`config.mk`:
```
export PLATFORM = sky130hd
export DESIGN_NAME = mnist_pixel_binarizer
export DESIGN_NICKNAME = d
export VERILOG_FILES = /design/src/rtl/mnist_bin_pkg.sv /design/src/rtl/mnist_pix_counter.sv /design/src/rtl/mnist_pixel_binarizer.sv
export SDC_FILE = /design/constraint.sdc
export NUM_CORES = 1
export LEC_CHECK = 0
export CORE_AREA = 2 2 315 317
export CTS_CLUSTER_SIZE = 40
export DETAILED_ROUTE_END_ITERATION = 10
export DIE_AREA = 0 0 317 319
export GPL_TIMING_DRIVEN = 1
export MAX_ROUTING_LAYER = met4
export SYNTH_ARGS = -nofsm -noshare
export SYNTH_HDL_FRONTEND = slang
export SYNTH_SLANG_ARGS = --single-unit
```
`constraint.sdc`:
```
create_clock -name clk -period 3.8 [get_ports clk]
set_clock_uncertainty 0.15 [all_clocks]
set_input_delay 0.76 -clock clk [delete_from_list [all_inputs] [get_ports clk]]
set_output_delay 0.76 -clock clk [all_outputs]
set_load 0.05 [all_outputs]
```
`src/rtl/mnist_bin_pkg.sv`:
```
// Shared constants and state type for the MNIST pixel binarizer front end.
package mnist_bin_pkg;

  localparam int unsigned PIXELS = 784;
  localparam int unsigned PIX_W  = 8;
  localparam int unsigned CNT_W  = 10;

  typedef enum logic [0:0] {
    FILL,
    HOLD
  } state_e;

endpackage

```
`src/rtl/mnist_pix_counter.sv`:
```
// Pixel position counter: increments on inc_i, wraps after Last, clr_i has priority.
module mnist_pix_counter
  import mnist_bin_pkg::*;
#(
  parameter int unsigned Width = CNT_W,
  parameter int unsigned Last  = PIXELS - 1
) (
  input  logic             clk_i,
  input  logic             rst_ni,
  input  logic             inc_i,
  input  logic             clr_i,
  output logic [Width-1:0] cnt_o,
  output logic             term_o
);

  localparam logic [Width-1:0] LastVal = Width'(Last);

  logic [Width-1:0] cnt_q, cnt_d;

  assign term_o = (cnt_q == LastVal);
  assign cnt_o  = cnt_q;

  always_comb begin
    cnt_d = cnt_q;
    if (clr_i) begin
      cnt_d = '0;
    end else if (inc_i) begin
      cnt_d = term_o ? '0 : cnt_q + 1'b1;
    end
  end

  always_ff @(posedge clk_i or negedge rst_ni) begin
    if (!rst_ni) begin
      cnt_q <= '0;
    end else begin
      cnt_q <= cnt_d;
    end
  end

endmodule

```
`src/rtl/mnist_pixel_binarizer.sv`:
```
// Binarizes a greyscale pixel stream into a full MNIST frame register for layer0.
// Optional framing check via pix_last is enabled by defining MNIST_BIN_FRAMECHK_EN.
module mnist_pixel_binarizer
  import mnist_bin_pkg::*;
(
  input  logic              clk,
  input  logic              rst_n,
  input  logic              pix_valid,
  output logic              pix_ready,
  input  logic [PIX_W-1:0]  pix_data,
  input  logic              pix_last,
  input  logic [PIX_W-1:0]  thresh,
  output logic              frm_valid,
  input  logic              frm_ready,
  output logic [PIXELS-1:0] frm_data
`ifdef MNIST_BIN_FRAMECHK_EN
  ,
  output logic              frm_err
`endif
);

  state_e            state_q, state_d;
  logic [CNT_W-1:0]  cnt;
  logic              term;
  logic              accept;
  logic              cnt_zero;
  logic [PIX_W-1:0]  thr;
  logic              pix_bit;
  logic              short_frame;
  logic [PIX_W-1:0]  thresh_q;
  logic [PIXELS-1:0] frm_data_q;

  assign accept   = pix_valid & pix_ready;
  assign cnt_zero = (cnt == '0);
  // First pixel of a frame compares against the live threshold, the rest against the latch.
  assign thr      = cnt_zero ? thresh : thresh_q;
  assign pix_bit  = (pix_data >= thr);

`ifdef MNIST_BIN_FRAMECHK_EN
  logic err_q;

  assign short_frame = accept & pix_last & ~term;
  assign frm_err     = err_q;

  always_ff @(posedge clk or negedge rst_n) begin
    if (!rst_n) begin
      err_q <= 1'b0;
    end else if (short_frame || (accept && term && !pix_last)) begin
      err_q <= 1'b1;
    end
  end
`else
  logic unused_pix_last;

  assign short_frame     = 1'b0;
  assign unused_pix_last = pix_last;
`endif

  mnist_pix_counter #(
    .Width (CNT_W),
    .Last  (PIXELS - 1)
  ) u_counter (
    .clk_i  (clk),
    .rst_ni (rst_n),
    .inc_i  (accept & ~short_frame),
    .clr_i  (short_frame),
    .cnt_o  (cnt),
    .term_o (term)
  );

  always_ff @(posedge clk or negedge rst_n) begin
    if (!rst_n) begin
      frm_data_q <= '0;
      thresh_q   <= '0;
    end else if (accept) begin
      frm_data_q[cnt] <= pix_bit;
      if (cnt_zero) begin
        thresh_q <= thresh;
      end
    end
  end

  always_ff @(posedge clk or negedge rst_n) begin
    if (!rst_n) begin
      state_q <= FILL;
    end else begin
      state_q <= state_d;
    end
  end

  always_comb begin
    state_d   = state_q;
    pix_ready = 1'b0;
    frm_valid = 1'b0;
    unique case (state_q)
      FILL: begin
        pix_ready = 1'b1;
        if (accept && term) begin
          state_d = HOLD;
        end
      end
      HOLD: begin
        frm_valid = 1'b1;
        if (frm_ready) begin
          state_d = FILL;
        end
      end
      default: state_d = FILL;
    endcase
  end

  assign frm_data = frm_data_q;

endmodule

```
==> impl_metrics.tcl, run 1 <==
set metrics [dict create \
    hp-class "register to register" \
    cp_data_arrival_time_ns 3.85 \
    gp_congestion 0.8086 \
    final_common_cell "clkdlybuf4s50_1" \
    area_growth_pct 40.39 \
    worst_pin_slew_ns 0.8527 \
    tritoncts "done" \
    grt_max_degree 81 \
    finalCritPeriodShare 0.9227 \
    core_area_um2 97700 \
    hold_viol_final 0 \
    rows 115 \
    fin_nets 3589 \
    vias 26676 \
    wl_um 117500 \
    crit_path_end_kind "register" \
    setup_viol 0 \
    synth_edf_count 0 \
    status "completed" \
    port_buffers 805 \
    vdd_drop_max_uv 361.9 \
    max_clock_freq_mhz 285.2 \
    crit_path_start_kind "register" \
    synth_compound_area_frac 0.2816 \
    clk_path_buf_depth 3 \
    synth_simple_gate_area_frac 0.01859 \
    max_cap_violations 0 \
    grt_pass1_vias 24947 \
    insertion_delay_ns 0.66 \
    grt_pass1_wl_um 171400 \
    p_leak_uw 0.01878 \
    grtUsageTotal 0.2306 \
    clkTransAtPathRegs_ns 0.06 \
    layout_min_cycle_time_ns 3.506 \
    path_class "register to register" \
    cts_root_buffer "clkbuf_16" \
    synth.cell_area_um2 31700 \
    cts_buffers 88 \
    ios 807 \
    dp_hpwl_um 75930 \
    viasPerCell 5.432 \
    cts_resized 0 \
    synth_top_family_by_area "compound AO/OA/AOI/OAI gates" \
    syn_nets 2971 \
    antenna_found_initial 0 \
    tns_ns 0 \
    yosysSeqAreaShare 0.6338 \
    ys_ff_latch 803 \
    synth_xor_area_frac 0.001658 \
    start_util 0.3245 \
    synth_adder_area_share 0.004736 \
    synth_cell_types 40 \
    drive_gt1_frac 0.09382 \
    detailed_place.area_um2 41540 \
    drtIter0Drc 2439 \
    ys_async_sr_fraction 1.000 \
    die_h_um 319 \
    final_cell_mix "clkdlybuf4s50_1 (804), dfrtp_1 (803), a21oi_1 (785), a31oi_1 (783), buf_4 (92)" \
    die_w_um 317 \
    drc 0 \
    die_area_um2 101100 \
    rsz0062_at_grt "false" \
    grt-ovfl-total 0 \
    powerDensity_nw_per_um2 616.9 \
    cts_sinks 803 \
    diodes 0 \
    cp_max_fo 66 \
    wl_per_cell_um 23.92 \
    ant_nets 0 \
    timing.slew.headroom 0.4302 \
    cts.htree.levels 3 \
    required_ns 4.14 \
    avgSynthCellArea_um2 10.79 \
    synth_flop_cell "dfrtp_1" \
    synthCells 2938 \
    maxSlewViolCount 0 \
    fin_area_um2 44510 \
    synth_warnings 0 \
    dr.pass1.iters 5 \
    muxShareOfSynthArea 0.004697 \
]
-- path summary, 6_finish.rpt --
kind | from | end | slack [ns] | cells past startpoint
max in group asynchronous | rst_n | frm_data[70]$_DFFE_PN0P_ | 1.89 | 4
setup / recovery | u_counter.cnt_o[7]$_DFFE_PN0P_ | frm_data[419]$_DFFE_PN0P_ | 0.29 | 12
min in group asynchronous | rst_n | frm_data[730]$_DFFE_PN0P_ | 0.54 | 2
hold reg to reg | thresh_q[7]$_DFFE_PN0P_ | thresh_q[7]$_DFFE_PN0P_ | 0.36 | 1
setup reg to reg | u_counter.cnt_o[7]$_DFFE_PN0P_ | frm_data[419]$_DFFE_PN0P_ | 0.29 | 12
hold / removal | thresh_q[7]$_DFFE_PN0P_ | thresh_q[7]$_DFFE_PN0P_ | 0.36 | 1
-- cells in the mapped netlist, types with 7 or more instances --
library cell    n  share of area
dfrtp_1       803           0.63
a21oi_1       785           0.12
a31oi_1       783           0.15
clkbuf_1      244          0.029
buf_2         138          0.022
nor2_1         45         0.0053
buf_1          28         0.0033
nor2_2         18         0.0036
ha_1           12         0.0047
nand3b_1       10         0.0024
mux2_2          7         0.0025
mux2i_1         7         0.0022
-- per-layer routing --
layer,share of wire,track usage,vias to the layer above
met1,0.42,0.2893,13127
met5,0,-,-
met3,0.072,0.05449,208
met4,0.042,0.09675,0
met2,0.47,0.3562,1030
li1,-,-,12311
-- cells by family (layout without fill, tap and decap cells) --
logic type / count (synthesis) / count (layout)
AO/OA/AOI/OAI: 1580 / 1580
flip-flops: 803 / 803
buffers and inverters: 416 / 1102
AND/OR/NAND/NOR: 107 / 107
multiplexers: 14 / 14
adder cells (fa/ha/maj): 12 / 12
XOR/XNOR: 6 / 6
-- sequential cells by signal, summed over array words and instances (netlist names) --
| register | flops |
|---|---|
| frm_data | 784 |
| state_q | 1 |
| thresh_q | 8 |
| u_counter.cnt_o | 10 |
-- report_power, final --
part	total (uW)	internal, uW	switching [uW]
registers	9910	9380	536
clock network	8790	5190	3600
logic	8760	2420	6330
total	27500	17000	10500
-- through the flow --
stage               power [uW]  worst slack [ns]  utilization  cells  hold WS, ns
finish                   27460            0.2938       0.4556   4911       0.3578
global route             28570            0.1309       0.4556   4911       0.3622
CTS                      27680            0.2913       0.4556   4911       0.3570
detailed placement       18830            0.3094       0.4252   4752       0.3434
global placement         18760            0.3354       0.4252   4752       0.3300
floorplan                15340            0.2670            -   2938       0.3144
-- final cells by class --
class / instances / area (um2)
multi-input cells: 1719 / 10240
clock buffers: 137 / 2638
fillers: 9339 / 53190
clock inverters: 21 / 319.1
well taps: 1287 / 1610
inverters: 5 / 18.77
flip-flops and latches: 803 / 20090
repair buffers: 939 / 9584
-- worst max-delay path, cell delays in order, from the launching register on --
cell      delay [ns]
dfrtp_1         0.37
or3_1           0.43
nor2_4          0.11
nand3_1         0.08
buf_4           0.20
mux2i_1         0.17
ha_1            0.26
and3_1          0.19
a221oi_1        0.35
o21a_4          0.22
buf_12          0.26
buf_12          0.31
a31oi_1         0.13
-- repair_timing --
| item | in CTS | in global routing |
|---|---|---|
| setup buffers | 0 | 0 |
| endpoints found under the hold margin | 46 | 0 |
| hold buffers | 1 | 0 |
No activity file was read; power rests on OpenSTA's default activity.
==> run 2, diff against run 1 <==
--- a/config.mk
+++ b/config.mk
@@ -6,7 +6,7 @@
 export NUM_CORES = 1
 export LEC_CHECK = 0
 export CORE_AREA = 2 2 315 317
-export CTS_CLUSTER_SIZE = 40
+export CTS_CLUSTER_SIZE = 12
 export DETAILED_ROUTE_END_ITERATION = 10
 export DIE_AREA = 0 0 317 319
 export GPL_TIMING_DRIVEN = 1
==> impl_metrics.tcl, run 2 (synthesis gave the netlist of run 1 again) <==
set metrics [dict create \
    cts.htree.levels 3 \
    cp_data_arrival_time_ns 3.85 \
    die_area_um2 101100 \
    insertion_delay_ns 0.66 \
    area_growth_pct 40.39 \
    maxSlewViolCount 0 \
    rows 115 \
    fin_area_um2 44510 \
    die_h_um 319 \
    final_cell_mix "clkdlybuf4s50_1 (804), dfrtp_1 (803), a21oi_1 (785), a31oi_1 (783), buf_4 (92)" \
    grt_max_degree 81 \
    cts_sinks 803 \
    path_cells "or3_1 -> nor2_4 -> nand3_1 -> buf_4 -> mux2i_1 -> ha_1 -> and3_1 -> a221oi_1 -> o21a_4 -> buf_12 -> buf_12 -> a31oi_1" \
    p_leak_uw 0.01878 \
    timing.slew.headroom 0.4237 \
    start_util 0.3245 \
    worst_pin_slew_ns 0.8624 \
    drive_gt1_frac 0.09382 \
    grt_pass1_vias 24947 \
    required_ns 4.14 \
    slowest_delay_ns 0.43 \
    path_class "register to register" \
    tns_ns 0 \
    crit_path_end_kind "register" \
    path_buf_inv 3 \
    grtUsageTotal 0.2306 \
    largest_reg_flops 784 \
    viasPerCell 5.438 \
    dr.pass1.iters 7 \
    crit_path_start_kind "register" \
    core_area_um2 97700 \
    port_buffers 805 \
    crit_top_cell "buf_12" \
    wl_um 117300 \
    vdd_drop_max_uv 361.4 \
    worst_hold_slack_ns 0.3579 \
    clkTransAtPathRegs_ns 0.06 \
    antenna_found_initial 0 \
    hp-class "register to register" \
    cp_max_fo 66 \
    setup_viol 0 \
    fillCellCount 9339 \
    rsz0062_at_grt "false" \
    ios 807 \
    diodes 0 \
    hold_viol_final 0 \
    fin_nets 3589 \
    gp_congestion 0.8086 \
    drc 0 \
    tritoncts "done" \
    cts_root_buffer "clkbuf_16" \
    grt-ovfl-total 0 \
    powerDensity_nw_per_um2 616.9 \
    final_common_cell "clkdlybuf4s50_1" \
    slowest_stage "or3_1" \
    vias 26705 \
    clk_path_buf_depth 3 \
    wl_per_cell_um 23.88 \
    max_clock_freq_mhz 285.1 \
    max_cap_violations 0 \
    status "completed" \
    layout_min_cycle_time_ns 3.507 \
    dp_hpwl_um 75930 \
    finalCritPeriodShare 0.9229 \
    drtIter0Drc 2499 \
    cts_buffers 88 \
    cp_top_family "simple AND/OR/NAND/NOR gates" \
    die_w_um 317 \
    detailed_place.area_um2 41540 \
    ant_nets 0 \
    grt_pass1_wl_um 171400 \
]
==> run 2: cell counts in the layout (fill, tap and decap cells not counted) <==
No cell type changed its count.
==> run 2: layout make-up <==
type	instances	area, um2	share of cell area
Clock inverter	21	319.1	0.007168
Inverter	5	18.77	0.0004217
Tap cell	1287	1610	0.03618
Sequential cell	803	20090	0.4515
Multi-Input combinational cell	1719	10240	0.2302
Clock buffer	137	2638	0.05926
Timing Repair Buffer	939	9584	0.2153
==> run 2: layer usage <==
| layer | global-route usage | vias to the layer above | share of wire |
|---|---|---|---|
| li1 | - | 12310 | - |
| met1 | 0.2893 | 13151 | 0.42 |
| met2 | 0.3562 | 1035 | 0.47 |
| met3 | 0.05449 | 209 | 0.071 |
| met4 | 0.09675 | 0 | 0.041 |
| met5 | - | - | 0 |
==> run 2: power breakdown <==
group          total [uW]  switching (uW)  internal (uW)
Sequential           9910             534           9380
Combinational        8750            6330           2420
Clock                8800            3610           5190
Total               27500           10500          17000
==> run 2: stage by stage <==
stage / setup slack, ns / power, uW / cells / util
after floorplan: 0.2670 / 15340 / 2938 / -
after global placement: 0.3354 / 18760 / 4752 / 0.4252
after detailed placement: 0.3094 / 18830 / 4752 / 0.4252
after CTS: 0.2913 / 27680 / 4911 / 0.4556
after global routing: 0.1309 / 28570 / 4911 / 0.4556
final: 0.2931 / 27460 / 4911 / 0.4556
==> run 2: path summary, 6_finish.rpt <==
kind,endpoint,from,cells past startpoint,slack [ns]
worst max-delay path,frm_data[419]$_DFFE_PN0P_,u_counter.cnt_o[7]$_DFFE_PN0P_,12,0.29
worst min-delay path,thresh_q[7]$_DFFE_PN0P_,thresh_q[7]$_DFFE_PN0P_,1,0.36
worst max register to register,frm_data[419]$_DFFE_PN0P_,u_counter.cnt_o[7]$_DFFE_PN0P_,12,0.29
worst min register to register,thresh_q[7]$_DFFE_PN0P_,thresh_q[7]$_DFFE_PN0P_,1,0.36
max in group asynchronous,frm_data[549]$_DFFE_PN0P_,rst_n,4,1.89
min in group asynchronous,frm_data[730]$_DFFE_PN0P_,rst_n,2,0.54
==> run 2: worst register-to-register path, stage by stage (launching register included) <==
cell	delay, ns
dfrtp_1	0.37
or3_1	0.43
nor2_4	0.11
nand3_1	0.08
buf_4	0.20
mux2i_1	0.18
ha_1	0.26
and3_1	0.19
a221oi_1	0.35
o21a_4	0.22
buf_12	0.26
buf_12	0.35
a31oi_1	0.18
==> run 2: timing repair <==
action,in CTS,in global routing
resized for setup,0,0
setup buffers,0,0
hold buffers,1,0
endpoints found under the hold margin,46,0
==> run 3, diff against run 2 <==
--- a/config.mk
+++ b/config.mk
@@ -11,6 +11,7 @@
 export DIE_AREA = 0 0 317 319
 export GPL_TIMING_DRIVEN = 1
 export MAX_ROUTING_LAYER = met4
+export RECOVER_POWER = 100
 export SYNTH_ARGS = -nofsm -noshare
 export SYNTH_HDL_FRONTEND = slang
 export SYNTH_SLANG_ARGS = --single-unit
==> constraint.sdc (replaced) <==
create_clock -name clk -period 3.16 [get_ports clk]
set_clock_uncertainty 0.15 [all_clocks]
set_input_delay 0.632 -clock clk [delete_from_list [all_inputs] [get_ports clk]]
set_output_delay 0.632 -clock clk [all_outputs]
set_load 0.05 [all_outputs]
==> impl_metrics.tcl, run 3 (synthesis gave the netlist of run 1 again) <==
set metrics [dict create \
    grt_max_degree 122 \
    use_met1 0.2989 \
    drive_gt1_frac 0.1127 \
    grtUsageTotal 0.2336 \
    grtUsageMet2 0.3606 \
    final_cell_mix "dfrtp_1 (803), dlygate4sd3_1 (787), a21oi_1 (784), a31oi_1 (761), clkbuf_16 (107)" \
    die_area_um2 101100 \
    final_common_cell "dfrtp_1" \
    internal-power_uw 21220 \
    vdd_drop_max_uv 483.4 \
    die_h_um 319 \
    cts_buffers 88 \
    antenna_found_initial 3 \
    area_growth_pct 45.36 \
    die_w_um 317 \
    p_clk_frac 0.307 \
    wl_um 121400 \
    fin_area_um2 46080 \
    crit_path_start_kind "register" \
    drc 0 \
    maxSlewViolCount 44 \
    wl_per_cell_um 24.42 \
    fin_nets 3650 \
    hold_viol_final 0 \
    power.share.combinational 0.349 \
    path_buf_inv 3 \
    cp_top_family "compound AO/OA/AOI/OAI gates" \
    p_total_uw 34300 \
    hp-class "register to register" \
    status "finished, violations left" \
    largest_reg_flops 784 \
    max_clock_freq_mhz 309.0 \
    gp_congestion 0.8124 \
    viasPerCell 5.522 \
    finalCritPeriodShare 1.024 \
    timing.slew.headroom -0.04838 \
    slowest_delay_ns 0.40 \
    p_leak_uw 0.02202 \
    setup_viol 340 \
    tritoncts "done" \
    seq_power_share 0.345 \
    fin_util 0.4717 \
    ios 807 \
    dp_hpwl_um 75730 \
    slowest_stage "or3_4" \
    rows 115 \
    cts_root_buffer "clkbuf_16" \
    switching_share 0.3815 \
    core_area_um2 97700 \
    powerDensity_nw_per_um2 744.4 \
    fillCellCount 9123 \
    violations "capacitance limit, slew limit, setup timing" \
    preCtsSetupSlack_ns -0.1354 \
    ant_nets 0 \
    cts_sinks 803 \
    path_class "register to register" \
    path_cells "or3_4 -> nor2_4 -> nand3_4 -> mux2i_1 -> ha_1 -> a211o_1 -> a31oi_2 -> o21a_4 -> buf_12 -> buf_16 -> clkbuf_16 -> a31oi_1" \
    insertion_delay_ns 0.65 \
    p_sw_uw 13090 \
    grt.busiest_layer "met2" \
    layout_min_cycle_time_ns 3.237 \
    worst_pin_slew_ns 1.573 \
    crit_path_end_kind "register" \
    clkTransAtPathRegs_ns 0.06 \
    grt_pass1_wl_um 173700 \
    start_util 0.3245 \
    cts.htree.levels 3 \
    cp_max_fo 29 \
    met3_usage 0.05105 \
    drtIter0Drc 2598 \
    dr.pass1.iters 6 \
    vias 27463 \
    detailed_place.area_um2 42000 \
    grt-ovfl-total 0 \
    rsz0062_at_grt "true" \
    required_ns 3.50 \
    cp_data_arrival_time_ns 3.58 \
    max_cap_violations 1 \
    layout_setup_ws_ns -0.07676 \
    grt_pass1_vias 25123 \
    clk_path_buf_depth 3 \
    port_buffers 805 \
]
[run 3: power groups by stage]
stage,logic (uW),registers [uW],clock network (uW)
finish,12000,11800,10500
global route,12500,11900,11200
CTS,11400,11900,10800
detailed placement,10800,12000,0
global placement,10800,12000,0
floorplan,3650,15200,0
[run 3: what timing repair did]
item / in CTS / in global routing
pin swaps: 2 / 3
cloned: 4 / 20
hold buffers: 1 / 0
gates resized for setup: 19 / 57
hold endpoints to repair: 25 / 0
buffers inserted: 10 / 5
setup endpoints to repair: 726 / 754
[run 3: layer usage]
metal,share of wire,up-vias,wire (um)
met2,0.47,1192,57560
met3,0.070,221,8542
met4,0.039,0,4694
li1,-,12472,-
met5,0,-,0
met1,0.42,13578,50620
[run 3: path summary, 6_finish.rpt]
kind	from	to	slack (ns)	depth (start not counted)
worst max-delay path	u_counter.cnt_o[7]$_DFFE_PN0P_	frm_data[549]$_DFFE_PN0P_	-0.08	12
max in group asynchronous	rst_n	frm_data[130]$_DFFE_PN0P_	0.25	3
min in group asynchronous	rst_n	frm_data[24]$_DFFE_PN0P_	0.75	2
worst min-delay path	thresh_q[1]$_DFFE_PN0P_	thresh_q[1]$_DFFE_PN0P_	0.35	1
worst min register to register	thresh_q[1]$_DFFE_PN0P_	thresh_q[1]$_DFFE_PN0P_	0.35	1
worst max register to register	u_counter.cnt_o[7]$_DFFE_PN0P_	frm_data[549]$_DFFE_PN0P_	-0.08	12
[run 3: area by class of cell]
cell class / instances / area, um2 / share of cell area
Clock inverter: 22 / 297.8 / 0.006462
Sequential cell: 803 / 20090 / 0.4360
Antenna cell: 3 / 7.507 / 0.0001629
Tap cell: 1287 / 1610 / 0.03494
Inverter: 5 / 18.77 / 0.0004073
Multi-Input combinational cell: 1719 / 10560 / 0.2292
Timing Repair Buffer: 1000 / 10840 / 0.2351
Clock buffer: 134 / 2658 / 0.05767
[run 3: stage by stage]
stage                     instances  hold slack (ns)  TNS, ns
after floorplan                2938           0.1864   -4.134
after global placement         4775           0.3318   -51.99
after detailed placement       4775           0.3371   -49.30
after CTS                      4946           0.3331  -0.1156
after global routing           4973           0.3591   -79.43
final                          4973           0.3470   -7.420
